File: src/rtl/instruction_fetch.sv
`default_nettype none
// ============================================================================
//  Module      : instruction_fetch
//  Description : PC generator and fetch stage in front of the instruction
//                BRAM read port. Issues reads, captures the 1-cycle-latency
//                read data and hands {pc, instr} to decode over valid/ready.
//                Redirects from execute flush in-flight words; a misaligned
//                redirect target latches a sticky fault that halts fetch.
//  Revision    : 1.0 - initial release
// ============================================================================
module instruction_fetch #(
    parameter logic [31:0] RESET_PC = 32'h0000_0000
) (
    input  logic        clk,
    input  logic        rst_n,
    input  logic        fetch_en,
    input  logic        redirect_valid,
    input  logic [31:0] redirect_pc,
    output logic        imem_en,
    output logic [31:0] imem_addr,
    input  logic [31:0] imem_rdata,
    output logic        if_valid,
    input  logic        if_ready,
    output logic [31:0] if_instr,
    output logic [31:0] if_pc,
    output logic        fault
);

    localparam logic [31:0] c_PC_STEP = 32'd4;

    // Next fetch address and the address of the word sitting in the BRAM output
    logic [31:0] r_pc;
    logic [31:0] r_inflight_pc;
    logic        r_inflight;

    // Output register towards decode
    logic        r_out_valid;
    logic [31:0] r_out_instr;
    logic [31:0] r_out_pc;

    // Sticky misaligned-redirect flag
    logic        r_fault;

    logic        w_redirect_bad;
    logic        w_redirect_ok;
    logic        w_capture;
    logic        w_can_issue;
    logic        w_issue;
    logic [31:0] w_issue_pc;

    // Capture / issue decisions; a redirect overrides the normal flow and
    // reset gates the BRAM enable so no read is issued while held in reset
    always_comb begin
        w_redirect_bad = redirect_valid & (redirect_pc[1:0] != 2'b00);
        w_redirect_ok  = redirect_valid & ~w_redirect_bad;
        w_capture      = r_inflight & (~r_out_valid | if_ready) & ~redirect_valid;
        w_can_issue    = rst_n & fetch_en & ~r_fault;
        if (redirect_valid) begin
            w_issue = w_can_issue & w_redirect_ok;
        end else begin
            // Never issue over a BRAM word that has not been captured yet
            w_issue = w_can_issue & (~r_inflight | w_capture);
        end
        w_issue_pc = w_redirect_ok ? redirect_pc : r_pc;
    end

    assign imem_en   = w_issue;
    assign imem_addr = w_issue_pc;

    // PC, in-flight tracking and fault state
    always_ff @(posedge clk or negedge rst_n) begin
        if (!rst_n) begin
            r_pc          <= RESET_PC;
            r_inflight    <= 1'b0;
            r_inflight_pc <= 32'h0000_0000;
            r_fault       <= 1'b0;
        end else begin
            if (w_redirect_bad) begin
                r_fault <= 1'b1;
            end
            if (w_issue) begin
                r_inflight    <= 1'b1;
                r_inflight_pc <= w_issue_pc;
                r_pc          <= w_issue_pc + c_PC_STEP;
            end else if (w_redirect_ok) begin
                // Redirect while fetch is held: remember the target for resume
                r_inflight <= 1'b0;
                r_pc       <= redirect_pc;
            end else if (redirect_valid || w_capture) begin
                // Misaligned redirect keeps r_pc; either way the BRAM word is gone
                r_inflight <= 1'b0;
            end
        end
    end

    // Output valid: cleared by flush or by a completed handshake with nothing to refill
    always_ff @(posedge clk or negedge rst_n) begin
        if (!rst_n) begin
            r_out_valid <= 1'b0;
        end else if (redirect_valid) begin
            r_out_valid <= 1'b0;
        end else if (w_capture) begin
            r_out_valid <= 1'b1;
        end else if (if_ready) begin
            r_out_valid <= 1'b0;
        end
    end

    // Output payload: load the BRAM word and its address on capture
    always_ff @(posedge clk or negedge rst_n) begin
        if (!rst_n) begin
            r_out_instr <= 32'h0000_0000;
            r_out_pc    <= 32'h0000_0000;
        end else if (w_capture) begin
            r_out_instr <= imem_rdata;
            r_out_pc    <= r_inflight_pc;
        end
    end

    assign if_valid = r_out_valid;
    assign if_instr = r_out_instr;
    assign if_pc    = r_out_pc;
    assign fault    = r_fault;

endmodule
`default_nettype wire

File: config.mk
export PLATFORM = sky130hd
export DESIGN_NAME = instruction_fetch
export DESIGN_NICKNAME = d
export VERILOG_FILES = /design/src/rtl/instruction_fetch.sv
export SDC_FILE = /design/constraint.sdc
export NUM_CORES = 1
export LEC_CHECK = 0
export CAP_MARGIN = 15
export CELL_PAD_IN_SITES_DETAIL_PLACEMENT = 0
export CELL_PAD_IN_SITES_GLOBAL_PLACEMENT = 1
export CORE_MARGIN = 2
export CORE_UTILIZATION = 37
export DETAILED_ROUTE_END_ITERATION = 10
export GPL_ROUTABILITY_DRIVEN = 0
export PLACE_DENSITY_LB_ADDON = 0.1
export RECOVER_POWER = 100
export SLEW_MARGIN = 20
export SYNTH_ARGS = -nofsm -noshare
export SYNTH_HDL_FRONTEND = slang
export SYNTH_SLANG_ARGS = --single-unit
File: constraint.sdc
create_clock -name clk -period 2.6 [get_ports clk]
set_input_delay 0.26 -clock clk [delete_from_list [all_inputs] [get_ports clk]]
set_output_delay 0.26 -clock clk [all_outputs]
set_load 0.02 [all_outputs]
### Word level (Yosys, flattened, before mapping)

Cells that the tools add are included.

| word-level totals | value |
|---|---|
| word-level logic and storage cells | 36 |
| input port bits | 69 |
| bits in registers | 131 |

| operators by class | value |
|---|---|
| mux-type cells | 9 |
| reductions and logical operators | 4 |
| $add $sub $neg | 1 |
| bitwise gates (word level) | 15 |

Operators with widths:

| cell | count |
|---|---|
| 32-bit 2-to-1 mux | 2 |
| 32-bit by 3-bit adder with 32-bit output (second input constant) | 1 |
| 1-bit AND | 8 |
| 1-bit 2-to-1 mux | 7 |
| 3-bit nonzero test | 2 |
| 1-bit inverter | 5 |
| 1-bit bitwise OR | 2 |
| 2-bit nonzero test | 1 |
| 1-bit logical OR | 1 |

### Longest topological paths before layout

Gate-level depths: netlist of the first run.

| depth | value |
|---|---|
| word-level depth | 8 |
| gate-level depth with buffers | 10 |
| mapped depth without buffers | 7 |

### Least setup slack after synthesis of the first run

No wires, ideal clock.

| timing | value |
|---|---|
| path kind | input-to-reg |
| start | input redirect_pc[1] |
| end | register r_pc[24] |
| arrival | 2.449 ns |
| setup time | 0.132 ns |
| setup slack | 0.019 ns |
| stages on the path | 10 |
| cells stage by stage | nor3b_2 buf_2 buf_2 buf_4 mux2i_1 inv_1 ha_1 nand3_1 nor3_1 xor2_1 |

| on the way | value |
|---|---|
| word-level cells in the longest chain between the ends | 7 |
| elaborated cells between the ends (all ways) | 9 |
| those cells by class | add/sub (1); mux (3); bitwise (4); reduce/logical (1) |

RTL lines:

| element | RTL line | source |
|---|---|---|
| start: declaration | 18 | `input logic [31:0] redirect_pc,` |
| 2-bit nonzero test | 54 | `w_redirect_bad = redirect_valid & (redirect_pc[1:0] != 2'b00);` |
| 1-bit AND | 54 |  |
| 1-bit inverter | 55 | `w_redirect_ok = redirect_valid & ~w_redirect_bad;` |
| 1-bit AND | 55 |  |
| 32-bit 2-to-1 mux | - |  |
| via imem_addr[2] | 20 | `output logic [31:0] imem_addr,` |
| 32-bit by 3-bit adder with 32-bit output | 84 | `r_pc <= w_issue_pc + c_PC_STEP;` |
| 32-bit 2-to-1 mux | 81 | `if (w_issue) begin` |
| end signal: assignment | 84 |  |
| end signal: assignment | 88 | `r_pc <= redirect_pc;` |
| end: declaration | 32 | `logic [31:0] r_pc;` |

The timed path passes the listed nets, and every way through them passes these cells.
A chain may end at the register's enable or synchronous reset.

### Worst setup path after layout of the first run

| timing | value |
|---|---|
| start | input redirect_valid |
| end | output imem_addr[1] |

| on the way | value |
|---|---|
| word-level cells in the longest chain between the ends | 4 |

RTL lines:

| element | RTL line | source |
|---|---|---|
| start: declaration | 17 | `input logic redirect_valid,` |
| 1-bit AND | 54 |  |
| 1-bit inverter | 55 |  |
| 1-bit AND * | 55 |  |
| 32-bit 2-to-1 mux * | - |  |
| end: declaration | 20 |  |

Every way passes the cells marked *; elsewhere a longest branch is shown, timed or not.

==> results of run 1 <==
[registers in the layout (all words and copies together) (netlist names)]
register and count:
fault 1, if_instr 32, if_pc 32, if_valid 1, r_inflight 1, r_inflight_pc 32
r_pc 32
[where the power goes]
part           total [mW]  internal [mW]  switching (mW)
clock                2.12           1.30           0.812
sequential           2.38           2.25           0.130
combinational        1.22          0.614           0.609
total                5.72           4.17            1.55
[layout make-up]
cell class,instances,area (sq um),area share
multi-input cells,310,2281,0.2647
well taps,211,264.0,0.03063
clock buffers,26,499.2,0.05793
repair buffers,235,2146,0.2490
clock inverters,4,25.02,0.002904
flip-flops and latches,131,3278,0.3804
inverters,30,125.1,0.01452
[logic make-up after synthesis]
kind of cell / after synthesis / share of synthesized area
AOI/OAI and AO/OA: 44 / 0.04776
xor gates and xnor gates: 29 / 0.04387
adders and majority gates: 1 / 0.002161
buffers and inverters: 53 / 0.04128
DFF: 131 / 0.5662
muxes: 97 / 0.1818
and+or+nand+nor: 139 / 0.1169
[cell usage in the layout (no fill, tap or decap), drive strengths merged, types with 2 or more instances in the layout]
cell / count
a211oi: 3
a21o: 2
a21oi: 29
a31oi: 3
and2: 2
buf: 52
clkbuf: 53
clkdlybuf4s50: 78
clkinv: 3
clkinvlp: 2
dfrtp: 131
dlygate4sd2: 4
dlygate4sd3: 70
dlymetal6s2s: 4
inv: 29
mux2: 65
mux2i: 32
nand2: 31
nand3: 20
nand4: 12
nor2: 44
nor3: 13
nor3b: 3
nor4: 2
nor4b: 4
o21ai: 2
or2: 2
xnor2: 28
[metrics by stage]
stage | setup WS, ps | hold WS [ps]
global placement | -121.6 | 454.7
finish | 48.42 | 461.3
CTS | -3.293 | 7.358
floorplan | 18.60 | -35.59
detailed placement | -112.4 | 450.0
global route | 3.491 | 453.7
[worst reg2reg max path, cell delays in order (launching register included)]
cell and delay [ps]:
dfrtp_1 370, a21o_1 170, or3_1 490, clkinv_8 110, clkbuf_1 110, clkbuf_2 340, nand2_1 100, a21oi_1 180
xnor2_1 130
[timing repair]
| item | 4_1_cts | 5_1_grt |
|---|---|---|
| hold buffers | 0 | 1 |
| endpoints found under the setup margin | 5 | 22 |
| pin swaps | 0 | 1 |
| resized for setup | 6 | 20 |
| gates cloned | 0 | 2 |
| setup buffers | 0 | 4 |
| hold endpoints to repair | 0 | 21 |
[synth_stat cells (2+ instances only)]
library cell	count
nand4_1	12
nor2_1	44
a31oi_1	3
xnor2_1	28
buf_2	7
mux2_2	65
buf_6	2
nor3b_1	2
a21o_1	2
inv_1	29
nand3_1	20
clkbuf_1	12
mux2i_1	32
nor3_1	13
nor4b_1	3
nor4_1	2
and2_1	2
a21oi_1	29
nand2_1	31
a211oi_1	3
dfrtp_1	131
[final timing paths]
check                             startpoint  cells after the start  slack (ps)           endpoint
setup / recovery              redirect_valid                      5          50       imem_addr[1]
min in group asynchronous              rst_n                      3         860           if_pc[8]
max in group asynchronous              rst_n                      3         830           r_pc[22]
hold / removal                imem_rdata[21]                      2         460       if_instr[21]
hold reg to reg            r_inflight_pc[16]                      2         470  r_inflight_pc[16]
setup reg to reg                       fault                      8         530            r_pc[7]
[routing by layer]
layer / up-vias / part of all wire
met1: 2201 / 0.47
met4: 0 / 0.0095
met5: - / 0
met3: 13 / 0.043
met2: 101 / 0.48
li1: 2159 / -
==> reports/qor.yml, run 1 <==
period_needed_ps: 2552
path_max_fanout: 12
wl_mm: 15.11
arrival_ps: 2290
area_growth_pct: 48.87
grt_pass1_vias: 4640
place_inst: 909
rows: 45
io_buffers: 167
syn-cell-area_sq_um: 5789
fp.dieW_um: 129.1
fin_skew_ps: 11.61
synth-edff-count: 0
cts.clk_slew.worst_paths_ps: 50
synth_nets: 564
grt_pass1_wl_mm: 24.04
critPathKind: "in -> out"
core-area_sq_um: 15260
finalHoldViolCount: 0
nNetsFinal: 795
synth_ff_type: "dfrtp_1"
tightest_slew_ps: 1402
synth_top_area_frac: 0.5662
dr.pass1.iters: 6
finalNonFillerCells: 947
p_total_mw: 5.721
grt_use_total: 0.1876
htree_levels: 4
path_buf_inv: 3
worstPathCellList: "clkdlybuf4s50_1, or3b_4, buf_4, and2_1, dlygate4sd3_1"
met2_usage: 0.2963
drtIter0Drc: 216
synth_cell_types: 43
peakVddDrop_uv: 571.4
vias: 4474
route.detailed.drc: 0
async_flop_share: 1.000
maxCapViolCount: 0
grt_antenna_before_repair: 0
rsz0062_at_grt: "no"
ys_warn_count: 0
hold_path_class: "in -> reg"
dpl-instance-area_sq_um: 8099
cts_tree: "done"
ys_ff_latch: 131
crit_family: "buffers and inverters"
crit_path_start_kind: "input pin"
die_h_um: 129.1
overflow: 0
outcome: "complete, no violations"
max-clock-path-buffers: 2
antenna_cells: 0
cts_root_buf: "clkbuf_16"
post-route-util: 0.5648
power_density_nw_per_um2: 663.8
slew_violations: 0
max_stage_delay_ps: 670
ant_nets: 0
avgSynthCellArea_sq_um: 11.72
grtUsageMet3: 0.05120
crit_path_top_delay_cell: "dlygate4sd3_1"
yosys.area.top_type: "dfrtp_1"
cts_buffers: 17
power_leakage_nw: 4.093
grt_use_met1: 0.2566
busiest_layer: "met2"
clk_latency_ps: 410
synthTopCellsByArea: "dfrtp_1, mux2_2, mux2i_1, xnor2_1, nor2_1"
io_pins: 168
cts.sinks: 131
layout-drive-gt1-share: 0.2147
dp_hpwl_mm: 10.73
initial_core_util: 0.3794
setup_viol: 0
period_share: 0.9814
avgViaCountPerCell: 4.724
fin_tns_setup_ps: 0
yosysSeqAreaShare: 0.5662
fillCellCount: 1346
cp.required_ps: 2340
grt_max_degree: 77
design_area_sq_um: 8618
synth_cells: 494
fmax_mhz: 391.9
die_area_sq_um: 16660
slew_headroom: 0.06543
end_kind: "primary output"
wl_per_cell_um: 15.95
Power figures use the tool's default switching activity.
==> run 2, diff against run 1 <==
--- a/config.mk
+++ b/config.mk
@@ -5,8 +5,8 @@
 export SDC_FILE = /design/constraint.sdc
 export NUM_CORES = 1
 export LEC_CHECK = 0
-export CAP_MARGIN = 15
-export CELL_PAD_IN_SITES_DETAIL_PLACEMENT = 0
+export CAP_MARGIN = 10
+export CELL_PAD_IN_SITES_DETAIL_PLACEMENT = 1
 export CELL_PAD_IN_SITES_GLOBAL_PLACEMENT = 1
 export CORE_MARGIN = 2
 export CORE_UTILIZATION = 37
==> reports/qor.yml, run 2 (synthesis gave the netlist of run 1 again) <==
outcome: "finished with violations"
violations: "capacitance limit, slew limit"
design_area_sq_um: 8787  # +2.0%
most-common-layout-cells: "dfrtp_1, clkdlybuf4s50_1, dlygate4sd3_1, mux2_2, buf_4"
power_frac_seq: 0.386  # -0.030
path_max_fanout: 18  # +6
antenna_cells: 0  # unchanged
cts.clk_slew.worst_paths_ps: 60  # about the same
drtIter0Drc: 135  # -38%
dp_hpwl_mm: 11.77  # +9.7%
crit_path_start_kind: "input pin"
max-clock-path-buffers: 2  # unchanged
power_leakage_nw: 4.233  # +3.4%
clk_latency_ps: 420  # about the same
slew_headroom: -0.2687  # -0.3341
end_kind: "primary output"
fin_tns_setup_ps: 0  # unchanged
vias: 4573  # +2.2%
cp.required_ps: 2340  # about the same
cts_tree: "done"
fin_skew_ps: 10.92  # -0.6922 ps
power.switching_mw: 1.654  # +6.6%
reg2reg_slack_ps: 510  # -20 ps
power_density_nw_per_um2: 704.0  # +6.1%
holdWs_ps: 353.9  # -107.5 ps
grt_pass1_vias: 4999  # +7.7%
grt_max_degree: 77  # unchanged
cts_root_buf: "clkbuf_16"
p_comb_frac: 0.206  # -0.008
fillCellCount: 1612  # +20%
rows: 45  # unchanged
fmax_mhz: 394.4  # +0.64%
maxCapViolCount: 1  # +1
p_int_mw: 4.532  # +8.7%
wl_mm: 16.67  # +10%
p_clk_frac: 0.408  # +0.038
layout-drive-gt1-share: 0.2316  # +0.01693
peakVddDrop_uv: 577.3  # +1.0%
dpl-instance-area_sq_um: 8099  # unchanged
final_common_cell: "dfrtp_1"
avgViaCountPerCell: 4.839  # +2.4%
io_pins: 168  # unchanged
overflow: 0  # unchanged
ant_nets: 0  # unchanged
fp.dieW_um: 129.1  # unchanged
critPathKind: "in -> out"
rsz0062_at_grt: "yes"
dr.pass1.iters: 4  # -2
slew_violations: 77  # +77
die_area_sq_um: 16660  # unchanged
finalHoldViolCount: 0  # unchanged
postCtsHoldBufs: 0  # unchanged
grt_pass1_wl_mm: 26.35  # +9.6%
setup_viol: 0  # unchanged
arrival_ps: 2280  # about the same
area_growth_pct: 51.78
io_buffers: 167  # unchanged
grt_antenna_before_repair: 0  # unchanged
route.detailed.drc: 0  # unchanged
nNetsFinal: 793  # -0.25%
cts.sinks: 131  # unchanged
core-area_sq_um: 15260  # unchanged
period_share: 0.9751  # -0.006259
htree_levels: 4  # unchanged
cts_buffers: 17  # unchanged
initial_core_util: 0.3794  # unchanged
tightest_slew_ps: 1903  # +501.2 ps
wl_per_cell_um: 17.64  # +11%
grt_use_total: 0.2075  # +0.01995
period_needed_ps: 2535  # -16.27 ps
p_sw_frac: 0.2674  # -0.003843
hold_path_class: "in -> async"
die_h_um: 129.1  # unchanged
## run 2: changes by cell type in the layout (fill, tap and decap cells not counted), sizes merged
cell and delta:
buf +10, clkinv +2, dlymetal6s2s +6, dlygate4sd2 +5, dlygate4sd3 -4, bufinv +4, clkdlybuf4s50 +3, clkinvlp -1
clkbuf -27
## run 2: metrics by stage
step | power (mW) | utilization | setup slack (ps) | instances
6_report | 6.186 | 0.5759 | 64.69 | 945
5_1_grt | 6.478 | 0.5759 | -38.54 | 945
4_1_cts | 6.270 | 0.5711 | -41.49 | 939
3_5_place_dp | 3.721 | 0.5308 | -148.4 | 909
3_3_place_gp | 3.685 | 0.5308 | -121.6 | 909
2_1_floorplan | 2.952 | - | 18.60 | 494
## run 2: power by group through the flow
| stage | Combinational, mW | Clock [mW] | Sequential, mW |
|---|---|---|---|
| after floorplan | 0.511 | 0 | 2.44 |
| after global placement | 1.28 | 0 | 2.41 |
| final | 1.28 | 2.52 | 2.39 |
| after detailed placement | 1.30 | 0 | 2.42 |
| after CTS | 1.31 | 2.58 | 2.39 |
| after global routing | 1.38 | 2.68 | 2.41 |
## run 2: timing repair
item,4_1_cts,5_1_grt
setup endpoints to repair,13,18
cloned,0,1
setup buffers,0,5
pin swaps,0,1
resized for setup,12,13
## run 2: cell type report
| class | count | area [sq um] | area share |
|---|---|---|---|
| multi-input cells | 310 | 2305 | 0.2623 |
| repair buffers | 233 | 2200 | 0.2503 |
| clock inverters | 9 | 155.1 | 0.01766 |
| well taps | 211 | 264.0 | 0.03004 |
| clock buffers | 21 | 460.4 | 0.05240 |
| flip-flops and latches | 131 | 3278 | 0.3731 |
| inverters | 30 | 125.1 | 0.01424 |
## run 2: per-layer routing
metal	up-vias	wire length [um]	GRT usage	share of wire
met5	-	0	0	0
met4	0	204	0.07033	0.012
met3	18	698	0.05615	0.042
met2	104	8434	0.3452	0.51
met1	2294	7335	0.2636	0.44
li1	2157	-	-	-
## run 2: final timing paths
| check | end | depth (start not counted) | startpoint |
|---|---|---|---|
| worst max-delay path | imem_addr[21] | 7 | redirect_pc[1] |
| worst min-delay path | if_pc[6] | 2 | rst_n |
| worst max register to register | r_pc[31] | 6 | fault |
| worst min register to register | r_inflight_pc[1] | 2 | r_inflight_pc[1] |
| max in group asynchronous | r_pc[15] | 2 | rst_n |
| min in group clk | if_instr[25] | 2 | imem_rdata[25] |
## run 2: worst max-delay path, cell delays in order
cell,delay (ps)
clkdlybuf4s50_1,460
buf_4,170
nor3b_4,250
buf_12,230
mux2i_1,270
inv_1,80
clkdlybuf4s50_1,540
